<file path="config.mk">
export PLATFORM = sky130hd
export DESIGN_NAME = if_id_buffer
export DESIGN_NICKNAME = d
export VERILOG_FILES = /design/src/rtl/if_id_buffer_pkg.sv /design/src/rtl/if_id_slot.sv /design/src/rtl/if_id_buffer.sv
export SDC_FILE = /design/constraint.sdc
export NUM_CORES = 1
export LEC_CHECK = 0
export CORE_ASPECT_RATIO = 2
export CORE_UTILIZATION = 50
export CTS_CLUSTER_DIAMETER = 80
export DETAILED_ROUTE_END_ITERATION = 8
export GPL_TIMING_DRIVEN = 0
export PLACE_DENSITY = 0.8
export SYNTH_ARGS = -nofsm -noshare
export SYNTH_HDL_FRONTEND = slang
export SYNTH_SLANG_ARGS = --single-unit
</file>
<file path="constraint.sdc">
create_clock -name clk -period 2.01 [get_ports clk]
set_clock_uncertainty 0.1 [all_clocks]
set_input_delay 0.3015 -clock clk [delete_from_list [all_inputs] [get_ports clk]]
set_output_delay 0.3015 -clock clk [all_outputs]
set_load 0.005 [all_outputs]
</file>
<file path="src/rtl/if_id_buffer_pkg.sv">
// rtl/if_id_buffer_pkg.sv - shared constants for the fetch/decode buffer
package if_id_buffer_pkg;

    localparam int          DEFAULT_WORD_LEN = 16;
    localparam int          DEFAULT_DEPTH    = 2;
    localparam logic [15:0] NOP_WORD         = 16'h0000;

    // Instruction value presented to decode when no valid pair is at the head
    function automatic logic [DEFAULT_WORD_LEN-1:0] nopInstr();
        return NOP_WORD;
    endfunction

endpackage

</file>
<file path="src/rtl/if_id_slot.sv">
// rtl/if_id_slot.sv - one {PC, instruction} storage entry with async clear
module if_id_slot
    import if_id_buffer_pkg::*;
#(
    parameter int WORD_LEN = DEFAULT_WORD_LEN
) (
    input  logic                  clk,
    input  logic                  rst,
    input  logic                  writeEn,
    input  logic [WORD_LEN-1:0]   pcIn,
    input  logic [WORD_LEN-1:0]   instrIn,
    output logic [WORD_LEN-1:0]   pcOut,
    output logic [WORD_LEN-1:0]   instrOut
);

    // Capture the pair on write enable; reset clears to PC 0 / NOP
    always_ff @(posedge clk or negedge rst) begin
        if (!rst) begin
            pcOut    <= '0;
            instrOut <= WORD_LEN'(nopInstr());
        end else if (writeEn) begin
            pcOut    <= pcIn;
            instrOut <= instrIn;
        end
    end

endmodule

</file>
<file path="src/rtl/if_id_buffer.sv">
// rtl/if_id_buffer.sv - in-order IF/ID decoupling queue with flush
module if_id_buffer
    import if_id_buffer_pkg::*;
#(
    parameter int WORD_LEN = DEFAULT_WORD_LEN,
    parameter int DEPTH    = DEFAULT_DEPTH
) (
    input  logic                      clk,
    input  logic                      rst,
    input  logic                      flush,
    input  logic                      if_valid,
    input  logic [WORD_LEN-1:0]       if_pc,
    input  logic [WORD_LEN-1:0]       if_instr,
    output logic                      if_ready,
    output logic                      id_valid,
    output logic [WORD_LEN-1:0]       id_pc,
    output logic [WORD_LEN-1:0]       id_instr,
    input  logic                      id_ready,
    output logic [$clog2(DEPTH):0]    count
);

    localparam int PW = $clog2(DEPTH);
    localparam int CW = PW + 1;

    logic [PW-1:0]       rdPtr;
    logic [PW-1:0]       wrPtr;
    logic [CW-1:0]       countQ;
    logic                push;
    logic                pop;
    logic [WORD_LEN-1:0] slotPc    [DEPTH];
    logic [WORD_LEN-1:0] slotInstr [DEPTH];

    // Ready depends only on registered occupancy so decode stalls never reach fetch combinationally
    assign if_ready = (countQ != CW'(DEPTH));
    assign id_valid = (countQ != '0);
    assign push     = if_valid & if_ready & ~flush;
    assign pop      = id_valid & id_ready & ~flush;
    assign count    = countQ;

    genvar g;
    generate
        for (g = 0; g < DEPTH; g++) begin : gSlot
            if_id_slot #(.WORD_LEN(WORD_LEN)) uSlot (
                .clk      (clk),
                .rst      (rst),
                .writeEn  (push && (wrPtr == PW'(g))),
                .pcIn     (if_pc),
                .instrIn  (if_instr),
                .pcOut    (slotPc[g]),
                .instrOut (slotInstr[g])
            );
        end
    endgenerate

    // Head pair is gated so stale slot contents are never visible to decode
    always_comb begin
        id_pc    = '0;
        id_instr = WORD_LEN'(nopInstr());
        if (id_valid) begin
            id_pc    = slotPc[rdPtr];
            id_instr = slotInstr[rdPtr];
        end
    end

    // Pointers wrap naturally at DEPTH; flush wins over any concurrent push or pop
    always_ff @(posedge clk or negedge rst) begin
        if (!rst) begin
            rdPtr  <= '0;
            wrPtr  <= '0;
            countQ <= '0;
        end else if (flush) begin
            rdPtr  <= '0;
            wrPtr  <= '0;
            countQ <= '0;
        end else begin
            if (push) begin
                wrPtr <= wrPtr + 1'b1;
            end
            if (pop) begin
                rdPtr <= rdPtr + 1'b1;
            end
            case ({push, pop})
                2'b10:   countQ <= countQ + 1'b1;
                2'b01:   countQ <= countQ - 1'b1;
                default: countQ <= countQ;
            endcase
        end
    end

endmodule

</file>
==> results of run 1 <==
power breakdown:
part	switching (uW)	internal (uW)
logic	323	545
clock network	528	864
registers	163	1700
repair_timing:
| item | CTS | global route |
|---|---|---|
| gates cloned | 0 | 0 |
| buffers inserted | 2 | 1 |
| gates resized for setup | 44 | 6 |
| setup endpoints to repair | 34 | 35 |
| pin swaps | 1 | 1 |
registers in the layout, summed over array words and instances, names as in the netlist:
name                  cells
gSlot.uSlot.instrOut     32
gSlot.uSlot.pcOut        32
count                     2
rdPtr                     1
wrPtr                     1
cell usage after synthesis:
cell type	number	share of area [%]
a21oi_1	2	0.32
a22oi_1	1	0.24
a31oi_1	1	0.20
buf_2	3	0.48
buf_4	3	0.73
buf_6	3	1.1
clkbuf_1	4	0.48
dfrtp_1	68	55
inv_1	2	0.24
inv_2	1	0.12
mux2_1	5	1.8
mux2_2	59	21
mux2i_1	32	10
nand2_1	1	0.12
nand3_1	1	0.16
nand3b_1	1	0.24
nand4b_2	1	0.48
nor2_1	35	4.2
nor2b_2	1	0.28
nor4_4	1	0.69
o21ai_0	3	0.48
or3_1	1	0.20
or4b_2	1	0.32
xor2_1	1	0.28
path summary, 6_finish.rpt:
check | start | end | slack [ns] | cells after the start
min in group clk | gSlot[0].uSlot.instrOut[4] | gSlot[0].uSlot.instrOut[4] | 0.38 | 1
max in group asynchronous | rst | rdPtr | 1.22 | 1
hold reg to reg | gSlot[0].uSlot.instrOut[4] | gSlot[0].uSlot.instrOut[4] | 0.38 | 1
setup / recovery | rdPtr | id_pc[6] | -0.11 | 4
hold / removal | rst | count[1] | -0.03 | 1
setup reg to reg | count[0] | gSlot[1].uSlot.pcOut[6] | 0.23 | 5
per-stage QoR:
| stage | cell area [um^2] | setup slack [ns] | setup TNS, ns | hold WS [ns] | power, uW |
|---|---|---|---|---|---|
| floorplan | 3097 | 0.3680 | 0 | -0.09409 | 2366 |
| global placement | 3896 | -1.626 | -127.90 | 0.3664 | 2721 |
| detailed placement | 3894 | -0.3757 | -17.00 | 0.3640 | 2771 |
| CTS | 4199 | -0.1276 | -0.8587 | 0.01551 | 4154 |
| global route | 4227 | -0.1720 | -0.9741 | 0.05044 | 4318 |
| finish | 4227 | -0.1106 | -0.5623 | -0.02808 | 4118 |
critical path, stage by stage, from the launching register on:
cell	delay [ns]
dfrtp_2	0.46
buf_6	0.18
mux2i_1	0.12
nor2_1	0.11
clkdlybuf4s50_1	0.51
cells by family (layout without fill, tap and decap cells):
kind of cell | count (synthesis) | after routing | share of synthesized area [%]
muxes | 96 | 96 | 33.62
DFF | 68 | 68 | 54.95
and+or+nand+nor | 43 | 43 | 6.747
buffers and inverters | 16 | 106 | 3.151
AOI/OAI and AO/OA | 7 | 7 | 1.253
xor gates and xnor gates | 1 | 1 | 0.2829
layout by cell type (no fill, tap or decap):
cell type / n
dlygate4sd2_1: 24
clkdlybuf4s50_1: 44
clkbuf_1: 4
nor2_4: 1
buf_6: 4
buf_4: 7
o21ai_0: 3
dfrtp_1: 65
mux2_1: 5
nand2_1: 1
mux2i_1: 32
dlymetal6s2s_1: 3
nor2b_4: 1
or4b_2: 1
nand4b_2: 1
mux2_2: 59
nor4_4: 1
a21oi_1: 2
buf_8: 2
nor2_1: 34
a22oi_1: 1
clkinv_2: 2
clkbuf_8: 4
dfrtp_2: 3
or3_1: 1
nand3b_1: 1
xor2_1: 1
a31oi_1: 1
nand3_1: 1
inv_2: 1
clkbuf_16: 9
inv_1: 2
layer usage:
| metal | routed length, um | global-route usage (%) | up-vias |
|---|---|---|---|
| met1 | 2419 | 22.37 | 1057 |
| met5 | 0 | 0 | - |
| met4 | 170 | 10.16 | 0 |
| met2 | 3530 | 38.37 | 49 |
| li1 | - | - | 975 |
| met3 | 278 | 6.857 | 10 |
cell type report:
| type | instances | area [um^2] |
|---|---|---|
| Fill cell | 467 | 1779 |
| Sequential cell | 68 | 1705 |
| Multi-Input combinational cell | 147 | 1310 |
| Timing Repair Buffer | 75 | 718.2 |
| Clock buffer | 14 | 254.0 |
| Buffer | 12 | 138.9 |
| Tap cell | 63 | 78.83 |
| Inverter | 3 | 11.26 |
| Clock inverter | 2 | 10.01 |
==> results.md, run 1 <==
- Status: complete, but fails checks
- Failing checks: design-rule violations, negative hold slack, negative setup slack
- Max-cap check violation count: 0
- Core Area: 6006 um^2
- Drt first pass iters: 6
- WHS: -0.02808 ns
- Grt ovf: 0
- Diode count: 0
- Wirelength per Cell: 16.66 um
- Final hold viol count: 15
- Largest net degree at the start of global routing: 69
- Antenna-violating nets left: 0
- Synth warn: 0
- Clk root buf: clkbuf_16
- Layout cells sized above 1: 29.91%
- Setup WS post-layout: -0.1106 ns
- Gpl congestion: 0.7278
- GRT Overall Usage: 21.59%
- Vias: 2091
- Vias in the first global route: 2176
- CTS tree: done
- Distinct cells, synth: 24
- Sink Count: 68
- Final core utilization: 70.38%
- Critical Path Start Type: flop
- Post-detail-place hpwl: 4.403 mm
- PD cells: 974.3 nW/um^2
- Final period util: 105.5%
- Cts bufs inserted: 9
- Vias per inst: 5.445
- Placed insts: 366
- Synth Instances: 231
- Initial drt markers: 46
- Seq/Total Area, Yosys: 54.95%
- Core Rows: 40
- Hold Path Class: input port to asynchronous set/reset pin
- Syn Area/Cell: 13.41 um^2
- CP Max Fanout: 10
- Die ar.: 6531 um^2
- Final Non-Filler Cells: 384
- Initial antenna violation count: 0
- DR DRC count: 6
- Max Slew Vio Count: 0
- Relative slew slack: 42.54%
- Final wirelength: 6.398 mm
- Clk slew on worst S/H paths: 0.05 ns
- CP Capture Type: primary output
- Longest Clk Path Bufs: 2
- Syn_nets: 268
- Starting density of the core: 51.56%
- Final min period: 2.121 ns
- F_max: 0.4716 GHz
- # IOs: 73
- H-tree depth: 3
- First-pass GRT wire length: 10.29 mm
- Synthesized area: 3097 um^2
- Worst path required time: 1.61 ns
- Die X-Extent: 57.65 um
- Worst EP arrival: 1.72 ns
- CTS Hold Buffers Added: 0
- Skew-Pair Late Insertion Delay: 0.33 ns
- RSZ-0062 raised after global routing: yes
- Die height: 113.3 um
- P_leak: 0.001894 uW
- Layout area overhead: 36.48%
- Worst-Margin Slew: 0.8619 ns
- CP Class: flop to primary output
- VDD IR max: 0.6970 mV
- Final setup fails: 6
- # port buffers: 72
- Fin nets: 353
- Yosys reg bits: 68
Note: power is estimated with default switching activity, not from simulation.
==> inputs of run 2 (changes only) <==
--- a/config.mk
+++ b/config.mk
@@ -6,11 +6,11 @@
 export NUM_CORES = 1
 export LEC_CHECK = 0
 export CORE_ASPECT_RATIO = 2
-export CORE_UTILIZATION = 50
+export CORE_UTILIZATION = 45
 export CTS_CLUSTER_DIAMETER = 80
 export DETAILED_ROUTE_END_ITERATION = 8
 export GPL_TIMING_DRIVEN = 0
-export PLACE_DENSITY = 0.8
+export PLACE_DENSITY = 0.76
 export SYNTH_ARGS = -nofsm -noshare
 export SYNTH_HDL_FRONTEND = slang
 export SYNTH_SLANG_ARGS = --single-unit
==> constraint.sdc (replaced) <==
create_clock -name clk -period 1.9 [get_ports clk]
set_clock_uncertainty 0.1 [all_clocks]
set_input_delay 0.285 -clock clk [delete_from_list [all_inputs] [get_ports clk]]
set_output_delay 0.285 -clock clk [all_outputs]
set_load 0.005 [all_outputs]
==> results.md, run 2 (synthesized netlist as in run 1, its figures left out) <==
- Final wirelength: 6.951 mm (+8.6%)
- Relative slew slack: 43.94% (+1.4 points)
- CP Capture Type: primary output
- Max-cap check violation count: 0 (unchanged)
- Grt ovf: 0 (unchanged)
- Fillcell total: 546 (+17%)
- Slowest stage cell, crit path: dfrtp_2
- CP Class: flop to primary output
- # port buffers: 72 (unchanged)
- CTS tree: done
- Worst EP arrival: 1.52 ns (-0.20 ns)
- Layout area overhead: 44.48%
- Hold Path Class: input port to asynchronous set/reset pin
- Initial drt markers: 38 (-17%)
- Vias in the first global route: 2332 (+7.2%)
- Wirelength per Cell: 16.32 um (-2.1%)
- Place WS: -0.4180 ns (-0.04236 ns)
- Vias per inst: 5.087 (-6.6%)
- Worst path required time: 1.51 ns (-0.10 ns)
- Sink Count: 68 (unchanged)
- VDD IR max: 0.7799 mV (+12%)
- Initial antenna violation count: 0 (unchanged)
- Status: complete, but fails checks
- Fin nets: 371 (+5.1%)
- P_leak: 0.001977 uW (+4.4%)
- Skew-Pair Late Insertion Delay: 0.33 ns (about the same)
- F_max: 0.5252 GHz
- Diode count: 0 (unchanged)
- Final hold viol count: 68 (+53)
- Worst-Margin Slew: 0.8409 ns (-0.02104 ns)
- Longest Clk Path Bufs: 2 (unchanged)
- Failing checks: negative hold slack, negative setup slack
- Die ar.: 7238 um^2 (+11%)
- Max Slew Vio Count: 0 (unchanged)
- Antenna-violating nets left: 0 (unchanged)
- Placed insts: 391 (+6.8%)
- Post-detail-place hpwl: 4.387 mm (-0.37%)
- Largest net degree at the start of global routing: 69 (unchanged)
- CP cell instances: bufbuf_16 > mux2i_1 > nor2_1 > dlygate4sd2_1
- CP Max Fanout: 5 (-5)
- Commonest cells after routing, fill and taps aside: dfrtp_1 (65), mux2_2 (59), clkdlybuf4s50_1 (36)
- Core Rows: 42 (+5.0%)
- Vias: 2167 (+3.6%)
- Critical Path Start Type: flop
- # IOs: 73 (unchanged)
- Clk root buf: clkbuf_16
- Final setup fails: 1 (-5)
- Drt first pass iters: 4 (-2)
- Most common cell after layout, fill and taps aside: dfrtp_1
- Die X-Extent: 60.66 um (+5.2%)
- Slowest Stage Delay on Critical Path: 0.41 ns (-0.10 ns)
- GRT Overall Usage: 21.13% (-0.46 points)
- H-tree depth: 3 (unchanged)
- Gpl congestion: 0.7031 (-3.4%)
- Die height: 119.3 um (+5.3%)
- Starting density of the core: 46.77% (-4.8 points)
- RSZ-0062 raised after global routing: yes
- Final Non-Filler Cells: 426 (+11%)
- Cts bufs inserted: 9 (unchanged)
- Total power: 4523 uW (+9.8%)
- Layout cells sized above 1: 44.38% (+14 points)
- First-pass GRT wire length: 10.98 mm (+6.8%)
- Clk slew on worst S/H paths: 0.05 ns (about the same)
- PD cells: 1011 nW/um^2 (+3.8%)
- Core Area: 6621 um^2 (+10%)
- WHS: -0.05400 ns (-0.02592 ns)
- Setup WS post-layout: -0.003864 ns (+0.1068 ns)
- DR DRC count: 0 (-6)
- Final period util: 100.2%
- Final min period: 1.904 ns
[run 2: changes by cell type in the layout (fill, tap and decap cells not counted), sizes merged]
cell,change
bufbuf,+1
dlygate4sd2,-18
buf,+32
clkdlybuf4s50,-8
clkbuf,+10
clkdlybuf4s15,+2
dlymetal6s2s,-2
[run 2: worst max-delay path: cells and delay by family, from the launching register on]
family | cells | cell delay [ns]
buffers and inverters | 2 | 0.53
flip-flops | 1 | 0.41
multiplexers | 1 | 0.18
AND/OR/NAND/NOR | 1 | 0.06
[run 2: path summary, 6_finish.rpt]
kind                                           from  depth (start not counted)                    endpoint  slack [ns]
min in group clk                           if_valid                          3                    count[0]        0.36
hold reg to reg            gSlot[0].uSlot.pcOut[12]                          1    gSlot[0].uSlot.pcOut[12]        0.39
setup / recovery                              rdPtr                          4                   id_pc[13]      -0.004
setup reg to reg                           count[1]                          5  gSlot[0].uSlot.instrOut[1]        0.04
hold / removal                                  rst                          1    gSlot[1].uSlot.pcOut[14]       -0.05
max in group asynchronous                       rst                          1                    count[0]        1.18
[run 2: power by group]
| group | internal (uW) | switching (uW) |
|---|---|---|
| sequential | 1790 | 178 |
| clock | 942 | 562 |
| combinational | 658 | 390 |
| total | 3390 | 1130 |
[run 2: cell type report]
class                      instances  area, um^2  share of cell area, %
sequential                        68        1705                  38.12
multi-input combinational        147        1351                  30.20
timing repair buffer              93       840.8                  18.79
clock buffer                      13       260.3                  5.817
buffer                            12       185.2                  4.139
tap                               88       110.1                  2.461
inverter                           3       11.26                 0.2517
clock inverter                     2       10.01                 0.2237
[run 2: what timing repair did]
action / 4_1_cts / 5_1_grt
resized for setup: 122 / 31
gates cloned: 2 / 2
setup endpoints to repair: 64 / 55
hold buffers: 0 / 0
pin swaps: 13 / 9
buffers inserted: 11 / 7
[run 2: per-layer routing]
layer / track usage (%) / wire [um] / vias up
met2: 38.39 / 4070 / 45
met4: 8.807 / 104 / 0
met5: 0 / 0 / -
met1: 21.78 / 2569 / 1106
met3: 4.995 / 207 / 7
li1: - / - / 1009
[run 2: metrics by stage]
stage / hold slack (ns) / area, um^2 / utilization, % / TNS [ns]
2_1_floorplan: -0.1106 / 3097 / - / 0
3_3_place_gp: 0.3661 / 3928 / 59.32 / -142.21
3_5_place_dp: 0.3512 / 3925 / 59.28 / -25.51
4_1_cts: 0.002616 / 4393 / 66.35 / -0.2092
5_1_grt: 0.03471 / 4474 / 67.57 / -0.4080
6_report: -0.05400 / 4474 / 67.57 / -0.003864
